==> config.mk <==
export PLATFORM = sky130hd
export DESIGN_NAME = fb_port_scheduler
export DESIGN_NICKNAME = d
export VERILOG_FILES = /design/src/rtl/fb_port_scheduler.sv
export SDC_FILE = /design/constraint.sdc
export NUM_CORES = 1
export LEC_CHECK = 0
export CORE_AREA = 2 2 162 164
export DETAILED_ROUTE_END_ITERATION = 8
export DIE_AREA = 0 0 164 166
export PLACE_DENSITY_LB_ADDON = 0.08
export SLEW_MARGIN = 10
export SYNTH_ARGS = -nofsm -noshare
export SYNTH_HDL_FRONTEND = slang
export SYNTH_SLANG_ARGS = --single-unit
==> constraint.sdc <==
create_clock -name clk -period 3.6 [get_ports clk]
set_input_delay 0.9 -clock clk [delete_from_list [all_inputs] [get_ports clk]]
set_output_delay 0.9 -clock clk [all_outputs]
set_load 0.03 [all_outputs]
==> src/rtl/fb_port_scheduler.sv <==
// fb_port_scheduler
// Time-division scheduler for the single-port frame-buffer RAM between the
// camera writer and the 2x-upscaled VGA scan-out reader.
//
// Ports:
//   clk, rst_n                  pixel clock, async active-low reset
//   row, col, valid             VGA timing position and active-area flag
//   cam_wr_valid/addr/data      camera pixel write request
//   cam_wr_ready                camera FIFO has room
//   ram_en, ram_we, ram_addr,
//   ram_wdata, ram_rdata        single RAM port (reads return 1 cycle later)
//   pix_out, pix_valid          pixel stream to the DAC, 3 clk behind row/col
//   ovf, drop_cnt               sticky drop flag and saturating drop count
module fb_port_scheduler #(
    parameter int FB_W       = 320,
    parameter int FB_H       = 240,
    parameter int ADDR_W     = 17,
    parameter int DATA_W     = 12,
    parameter int FIFO_DEPTH = 8
) (
    input  logic              clk,
    input  logic              rst_n,
    input  logic [9:0]        row,
    input  logic [9:0]        col,
    input  logic              valid,
    input  logic              cam_wr_valid,
    input  logic [ADDR_W-1:0] cam_wr_addr,
    input  logic [DATA_W-1:0] cam_wr_data,
    output logic              cam_wr_ready,
    output logic              ram_en,
    output logic              ram_we,
    output logic [ADDR_W-1:0] ram_addr,
    output logic [DATA_W-1:0] ram_wdata,
    input  logic [DATA_W-1:0] ram_rdata,
    output logic [DATA_W-1:0] pix_out,
    output logic              pix_valid,
    output logic              ovf,
    output logic [15:0]       drop_cnt
);

    localparam int PTR_W = $clog2(FIFO_DEPTH);
    localparam int CNT_W = PTR_W + 1;

    if (FB_W * FB_H > (1 << ADDR_W)) begin : g_addr_check
        $error("fb_port_scheduler: FB_W*FB_H does not fit in ADDR_W");
    end
    if (FIFO_DEPTH < 2 || (1 << PTR_W) != FIFO_DEPTH) begin : g_depth_check
        $error("fb_port_scheduler: FIFO_DEPTH must be a power of 2, >= 2");
    end

    logic [ADDR_W-1:0] fifo_addr [FIFO_DEPTH];
    logic [DATA_W-1:0] fifo_data [FIFO_DEPTH];
    logic [PTR_W-1:0]  wr_ptr;
    logic [PTR_W-1:0]  rd_ptr;
    logic [CNT_W-1:0]  count;

    logic [ADDR_W-1:0] line_base;
    logic              read_slot;
    logic              write_slot;
    logic              push;
    logic              drop;

    logic              rd_d2;
    logic              vld_d1;
    logic              vld_d2;

    // Even active columns own the RAM; everything else may drain the FIFO.
    always_comb begin
        read_slot    = valid && !col[0];
        write_slot   = !read_slot && (count != '0);
        cam_wr_ready = (count < CNT_W'(FIFO_DEPTH));
        push         = cam_wr_valid && cam_wr_ready;
        drop         = cam_wr_valid && !cam_wr_ready;
    end

    // FIFO storage carries no reset; only pointers/count define its contents.
    always_ff @(posedge clk) begin
        if (push) begin
            fifo_addr[wr_ptr] <= cam_wr_addr;
            fifo_data[wr_ptr] <= cam_wr_data;
        end
    end

    always_ff @(posedge clk or negedge rst_n) begin
        if (!rst_n) begin
            wr_ptr   <= '0;
            rd_ptr   <= '0;
            count    <= '0;
            ovf      <= 1'b0;
            drop_cnt <= '0;
        end else begin
            if (push)
                wr_ptr <= wr_ptr + 1'b1;
            if (write_slot)
                rd_ptr <= rd_ptr + 1'b1;
            case ({push, write_slot})
                2'b10:   count <= count + 1'b1;
                2'b01:   count <= count - 1'b1;
                default: count <= count;
            endcase
            if (drop) begin
                ovf <= 1'b1;
                if (drop_cnt != 16'hFFFF)
                    drop_cnt <= drop_cnt + 16'd1;
            end
        end
    end

    // Odd rows advance the base at the start of horizontal blanking, so each
    // buffer line is fetched for an even/odd VGA row pair.
    always_ff @(posedge clk or negedge rst_n) begin
        if (!rst_n) begin
            line_base <= '0;
        end else if (row == 10'd480 && col == 10'd0) begin
            line_base <= '0;
        end else if (col == 10'd640 && row[0] && row < 10'd479) begin
            line_base <= line_base + ADDR_W'(FB_W);
        end
    end

    always_ff @(posedge clk or negedge rst_n) begin
        if (!rst_n) begin
            ram_en    <= 1'b0;
            ram_we    <= 1'b0;
            ram_addr  <= '0;
            ram_wdata <= '0;
        end else if (read_slot) begin
            ram_en   <= 1'b1;
            ram_we   <= 1'b0;
            ram_addr <= line_base + ADDR_W'(col[9:1]);
        end else if (write_slot) begin
            ram_en    <= 1'b1;
            ram_we    <= 1'b1;
            ram_addr  <= fifo_addr[rd_ptr];
            ram_wdata <= fifo_data[rd_ptr];
        end else begin
            ram_en <= 1'b0;
            ram_we <= 1'b0;
        end
    end

    // Read data lands two cycles after the slot decision; it is latched and
    // held so the odd column repeats the even column's pixel.
    always_ff @(posedge clk or negedge rst_n) begin
        if (!rst_n) begin
            rd_d2     <= 1'b0;
            vld_d1    <= 1'b0;
            vld_d2    <= 1'b0;
            pix_valid <= 1'b0;
            pix_out   <= '0;
        end else begin
            rd_d2     <= ram_en && !ram_we;
            vld_d1    <= valid;
            vld_d2    <= vld_d1;
            pix_valid <= vld_d2;
            if (!vld_d2)
                pix_out <= '0;
            else if (rd_d2)
                pix_out <= ram_rdata;
        end
    end

endmodule
* Yosys cells after proc, flatten, opt, wreduce, memory -nomap -nowiden
Memories as Yosys holds them, arrays and structs flattened. A register that Yosys moved wholly into a read port is not among the register bits.
Index checks and enable logic that the tools add are counted.
** Word-level totals
- Output and inout bits :: 62
- Memory bits (writable) :: 232
- Memories :: 2
- Bits in registers :: 79
** Memory list
- fifo_addr :: words 8, width 17, read ports 1, clocked after memory_dff 0, wr ports 1, line 51 : logic [ADDR_W-1:0] fifo_addr [FIFO_DEPTH];
- fifo_data :: words 8, width 12, read ports 1, clocked after memory_dff 1, wr ports 1, line 52 : logic [DATA_W-1:0] fifo_data [FIFO_DEPTH];
** Operators by class
- Add/subtract/negate cells :: 7
- Order comparisons :: 2
- Equality and inequality tests :: 6
- Bitwise operators :: 1
- Multiplexer cells :: 12
- Reduce and logical (&&, ||, !) cells :: 20
** Operator list (number)
- $mux W17 :: 4
- $mux W12 :: 2
- $add A17 B9 Y17 :: 1
- $add A17 B9 Y17 const B :: 1
- $add A16 B1 Y16 const B :: 1
- $ne A16 B16 Y1 const B :: 1
- $eq A10 B10 Y1 const B :: 1
- $eq A10 B9 Y1 const B :: 1
- $logic_not A10 Y1 :: 1
- $lt A10 B9 Y1 const B :: 1
- $logic_and A1 B1 Y1 :: 8
- $pmux W4 S2 :: 1
- $add A3 B1 Y3 const B :: 2
- $reduce_bool A2 Y1 :: 3
- $logic_not A1 Y1 :: 5
- $mux W1 :: 5
- $add A4 B1 Y4 const B :: 1
- $lt A4 B4 Y1 const B :: 1
- $reduce_and A2 Y1 :: 2
- $reduce_bool A4 Y1 :: 1
- $sub A4 B1 Y4 const B :: 1
- $eq A2 B1 Y1 const B :: 1
- $eq A2 B2 Y1 const B :: 1
- $ne A2 B2 Y1 const B :: 1
- $not A1 Y1 :: 1

* Longest topological paths before layout
- Depth after elaboration :: 6
- Depth in mapped cells :: 11

* Worst setup path before layout
OpenSTA, ideal clock, no wires.
- Path kind :: input to register
- Start point :: input port cam_wr_valid
- End point :: memory fifo_addr[4][0] (enable)
- Path slack :: -0.240 ns
- Arrival time :: 3.388 ns
- Library setup time :: 0.451 ns
- Path buffers :: 0
- Cell stages on the path :: 3
- Path through :: nor2b_1 > nand2_1 > nor3_1
** On the way
- Cells in the longest elaborated chain, start to end :: 3
** Ends and longest elaborated chain
- start, declared :: line 26 : input logic cam_wr_valid,
- $logic_and A1 B1 Y1 :: line 72 : push = cam_wr_valid && cam_wr_ready;
- $mux W1 :: line 78 : if (push) begin
- $mux W1 (implied by the code) :: line 79 : fifo_addr[wr_ptr] <= cam_wr_addr;
- end, declared :: line 51
No other way between the ends.

* Worst setup path in the final report
- Start point :: register count[3]
- End point :: register count[3]
** On the way
- Cells in the longest elaborated chain, start to end :: 4
- Elaborated cells on any way between the ends :: 10
- Those cells by class :: add/sub: 2; order compare: 1; eq/ne: 2; mux: 1; reduce/logical: 4
** Ends and longest elaborated chain
- start, declared :: line 55 : logic [CNT_W-1:0] count;
- start signal, assigned :: line 97 : 2'b10: count <= count + 1'b1;
- start signal, assigned :: line 98 : 2'b01: count <= count - 1'b1;
- start signal, assigned :: line 99 : default: count <= count;
- $reduce_bool A4 Y1 (*) :: line 70 : write_slot = !read_slot && (count != '0);
- $logic_and A1 B1 Y1 (*) :: line 70
- named net write_slot :: line 59 : logic write_slot;
- $eq A2 B1 Y1 / $eq A2 B2 Y1 (equally long branches) :: line 96 : case ({push, write_slot})
- $pmux W4 S2 / $reduce_bool A2 Y1 (equally long branches)
The timed path passes the listed nets; every way through them passes the cells marked *.
A chain may end at the register's enable or synchronous reset.

==> key figures <==
Global routing
  – GRT overflow: 0
  – Largest net degree at the start of global routing: 63
  – Vias in the first global route: roughly 7,600
  – Gr usage total: between 20 and 25%
  – First-pass GRT wire length: roughly 44,000 um
  – Initial antenna violation count: 1

STA
  – Slew Viols, Final: 0
  – Crit share post-route: 77.6%
  – # setup viols final: 0
  – Final Hold Fails: 0
  – Total negative setup slack: 0 ns
  – Worst Slack Setup Final: 0.807 ns
  – Worst Tran Pin Value: between 0.9 and 1 ns
  – Worst Skew: 0.0187 ns
  – RSZ-0062 raised after global routing: false
  – Tmin final: ~2.8 ns
  – Fmax: approximately 360 MHz
  – Slew headroom: 37.4%

Synth
  – FF+latch count, synth: 317
  – Top post-synthesis cells by count: edfxtp_1, mux2i_1, dfrtp_1
  – Post-Syn Area: 0.0131 mm2
  – EDFF count, synth: 232
  – Distinct cells, synth: 55
  – Post-synthesis sequential area ratio: between 60% and 70%
  – Mean Syn Cell Area: 16.2 um2
  – Top FF cell, synth: edfxtp_1
  – Synth Warn #: 0
  – Post-synth ARST share: around 27%
  – Top-count cell post-synth: edfxtp_1
  – Synthesized netlist cell count: 807
  – Share of the synthesized area in the top cell type: 53.2%
  – Area leader, netlist: edfxtp_1
  – Synth area leaders: edfxtp_1, dfrtp_1, mux2i_1
  – Syn_nets: 883

Floorplanning
  – Row count: between 50 and 60
  – Die ar.: between 0.02 and 0.03 mm2
  – Core footprint: between 0.02 and 0.03 mm2
  – Initial Utilization: 51.1%
  – Ports: 127
  – Die X: 164 um
  – Die height: around 170 um

Place
  – Post-DP HPWL: 17,300 um
  – Pre-CTS WS: 0.278 ns
  – I/O Buffers: roughly 130
  – GPL Wtd Cong: just under 0.8
  – DP Cell Count: 1,256

Min path
  – Hold Path Depth: 0
  – Hold Path Sink: vld_d2
  – Hold Crit Class: register to register
  – Worst Min Path Start: vld_d1

Setup path
  – Reg2reg path depth: 9
  – Crit Path Category: register to register
  – Crit start category: register
  – RR Endpoint: count[3]
  – Worst Path Arrival: 3.27 ns
  – Crit end category: register
  – Critical Path RT: 4.08 ns
  – Largest stage delay, worst path: 0.65 ns
  – Crit-path most repeated cell: ha_1
  – Critical-path cell list: or4_1, nand2_8, inv_2, ha_1, ha_1, a21o_1, a21oi_1, mux2i_1, xnor2_1
  – Worst flop-to-flop path startpoint: count[3]
  – R2R setup slack: 0.81 ns
  – WP depth: 9
  – Critical path buffers and inverters: 1
  – Crit-path leading delay family: simple AND/OR/NAND/NOR gates
  – CP Max Fanout: 27
  – CP max-delay cell: or4_1

Run status
  – Status: completed

CTS
  – # resized after CTS: 0
  – # hold bufs at CTS: 0
  – Root Buffer: clkbuf_16
  – CTS clock-pin slew for the worst setup and hold paths: 0.06 ns
  – CTS buffer count: 31
  – TritonCTS clock tree: built
  – Skew-Pair Late Insertion Delay: roughly 0.57 ns
  – Clock Sink Count: 317
  – Clk buf depth: 3
  – Post-CTS setup buffers: 0
  – H-tree levels: 1

Detailed routing
  – Post-route ant nets: 0
  – Vias: 7,397
  – Detailed Route Iter0 Violations: 775
  – DR WL/cell: approximately 21 um
  – DRT Wirelength: 27,400 um
  – TritonRoute pass-1 iters: 7
  – DRC viols: 0
  – Vias per cell: between 5 and 6

Finish
  – Post-Layout Cell Count: 1,314
  – Final nets: ~1,000
  – Share of cells above drive strength 1: around 13%
  – # diodes: 0
  – Area grow syn2layout: 21.3%

Pwr
  – Power Dens Cells: 751 mW/mm2
  – Pleak: 5.68 nW
  – Max VDD drop: ~0.00043 V

Job
  – Max-cap violations: 0
-- power breakdown --
part	internal [mW]	total, mW	switching (mW)
Clock	1.94	3.28	1.34
Sequential	4.52	5.06	0.533
Combinational	1.63	3.59	1.96
Total	8.09	11.9	3.84
-- state kept, by name (all words and copies together) (netlist names) --
register	flops
ovf	1
rd_ptr	3
rd_d2	1
ram_en	1
count	4
wr_ptr	3
ram_wdata	12
ram_we	1
fifo_addr	136
fifo_data	96
vld_d1	1
ram_addr	17
pix_valid	1
vld_d2	1
line_base	11
drop_cnt	16
pix_out	12
-- routing by layer --
metal / track usage, % / wire length (um)
met5: 0 / 13
met4: 3.66 / 397
met3: 3.42 / 1300
met2: 33.6 / 13600
met1: 29.9 / 12100
-- worst max path at each step --
stage                       startpoint              end  slack, ns
after floorplan           cam_wr_valid  fifo_addr[7][0]       0.53
after global placement           valid         count[3]       0.36
after detailed placement         valid         count[3]       0.28
after CTS                     count[3]         count[3]       0.78
after global routing          count[3]         count[3]       0.63
final                         count[3]         count[3]       0.81
-- logic make-up (layout without fill, tap and decap cells) --
kind of cell / Yosys count / after routing / synth area share [%]
and+or+nand+nor: 143 / 143 / 6.12
AOI/OAI and AO/OA: 127 / 127 / 6.52
muxes: 126 / 126 / 12.5
buffers and inverters: 53 / 225 / 2.28
DFF: 317 / 317 / 69.4
xor gates and xnor gates: 30 / 30 / 2.01
adders and majority gates: 11 / 11 / 1.11
-- stage by stage --
step	total power [mW]	util, %	hold slack (ns)	area (um2)
final	11.9	62.0	0.370	15900
after global routing	12.5	62.0	0.385	15900
after CTS	12.1	62.0	0.387	15900
after detailed placement	8.76	58.0	0.363	14800
after global placement	8.64	58.0	0.368	14800
after floorplan	7.39	-	0.331	13100
-- worst reg2reg max path, stage by stage, from the launching register on --
cell	delay, ns
dfrtp_1	0.48
or4_1	0.66
nand2_8	0.22
inv_2	0.08
ha_1	0.25
ha_1	0.28
a21o_1	0.18
a21oi_1	0.17
mux2i_1	0.25
xnor2_1	0.15
-- placed cells by master (no fill, tap or decap), drive strengths merged, types with 2 or more instances in the layout --
cell and instances:
xnor2 15, o21ai 30, nor2 20, mux2i 94, dfrtp 85, o31ai 2
mux2 2, bufinv 5, and2 3, nand3 22, clkinv 15, and4b 2
inv 10, nand2b 5, clkdlybuf4s50 125, clkbuf 37, xor2 15, nor4 9
or3 2, mux4 30, buf 33, nand4 8, a22oi 32, and3 3
o21bai 7, nand3b 2, a2111oi 4, a21o 2, o22ai 2, ha 10
a21oi 33, edfxtp 232, nor2b 19, nor3 8, nand2 35, a211oi 10
-- cell type report --
type	instances	area (um2)
Clock buffer	37	798
Clock inverter	21	235
Fill cell	1871	9740
Inverter	9	33.8
Multi-Input combinational cell	437	3750
Sequential cell	317	9100
Tap cell	335	419
Timing Repair Buffer	158	1550
Power figures use the tool's default switching activity.
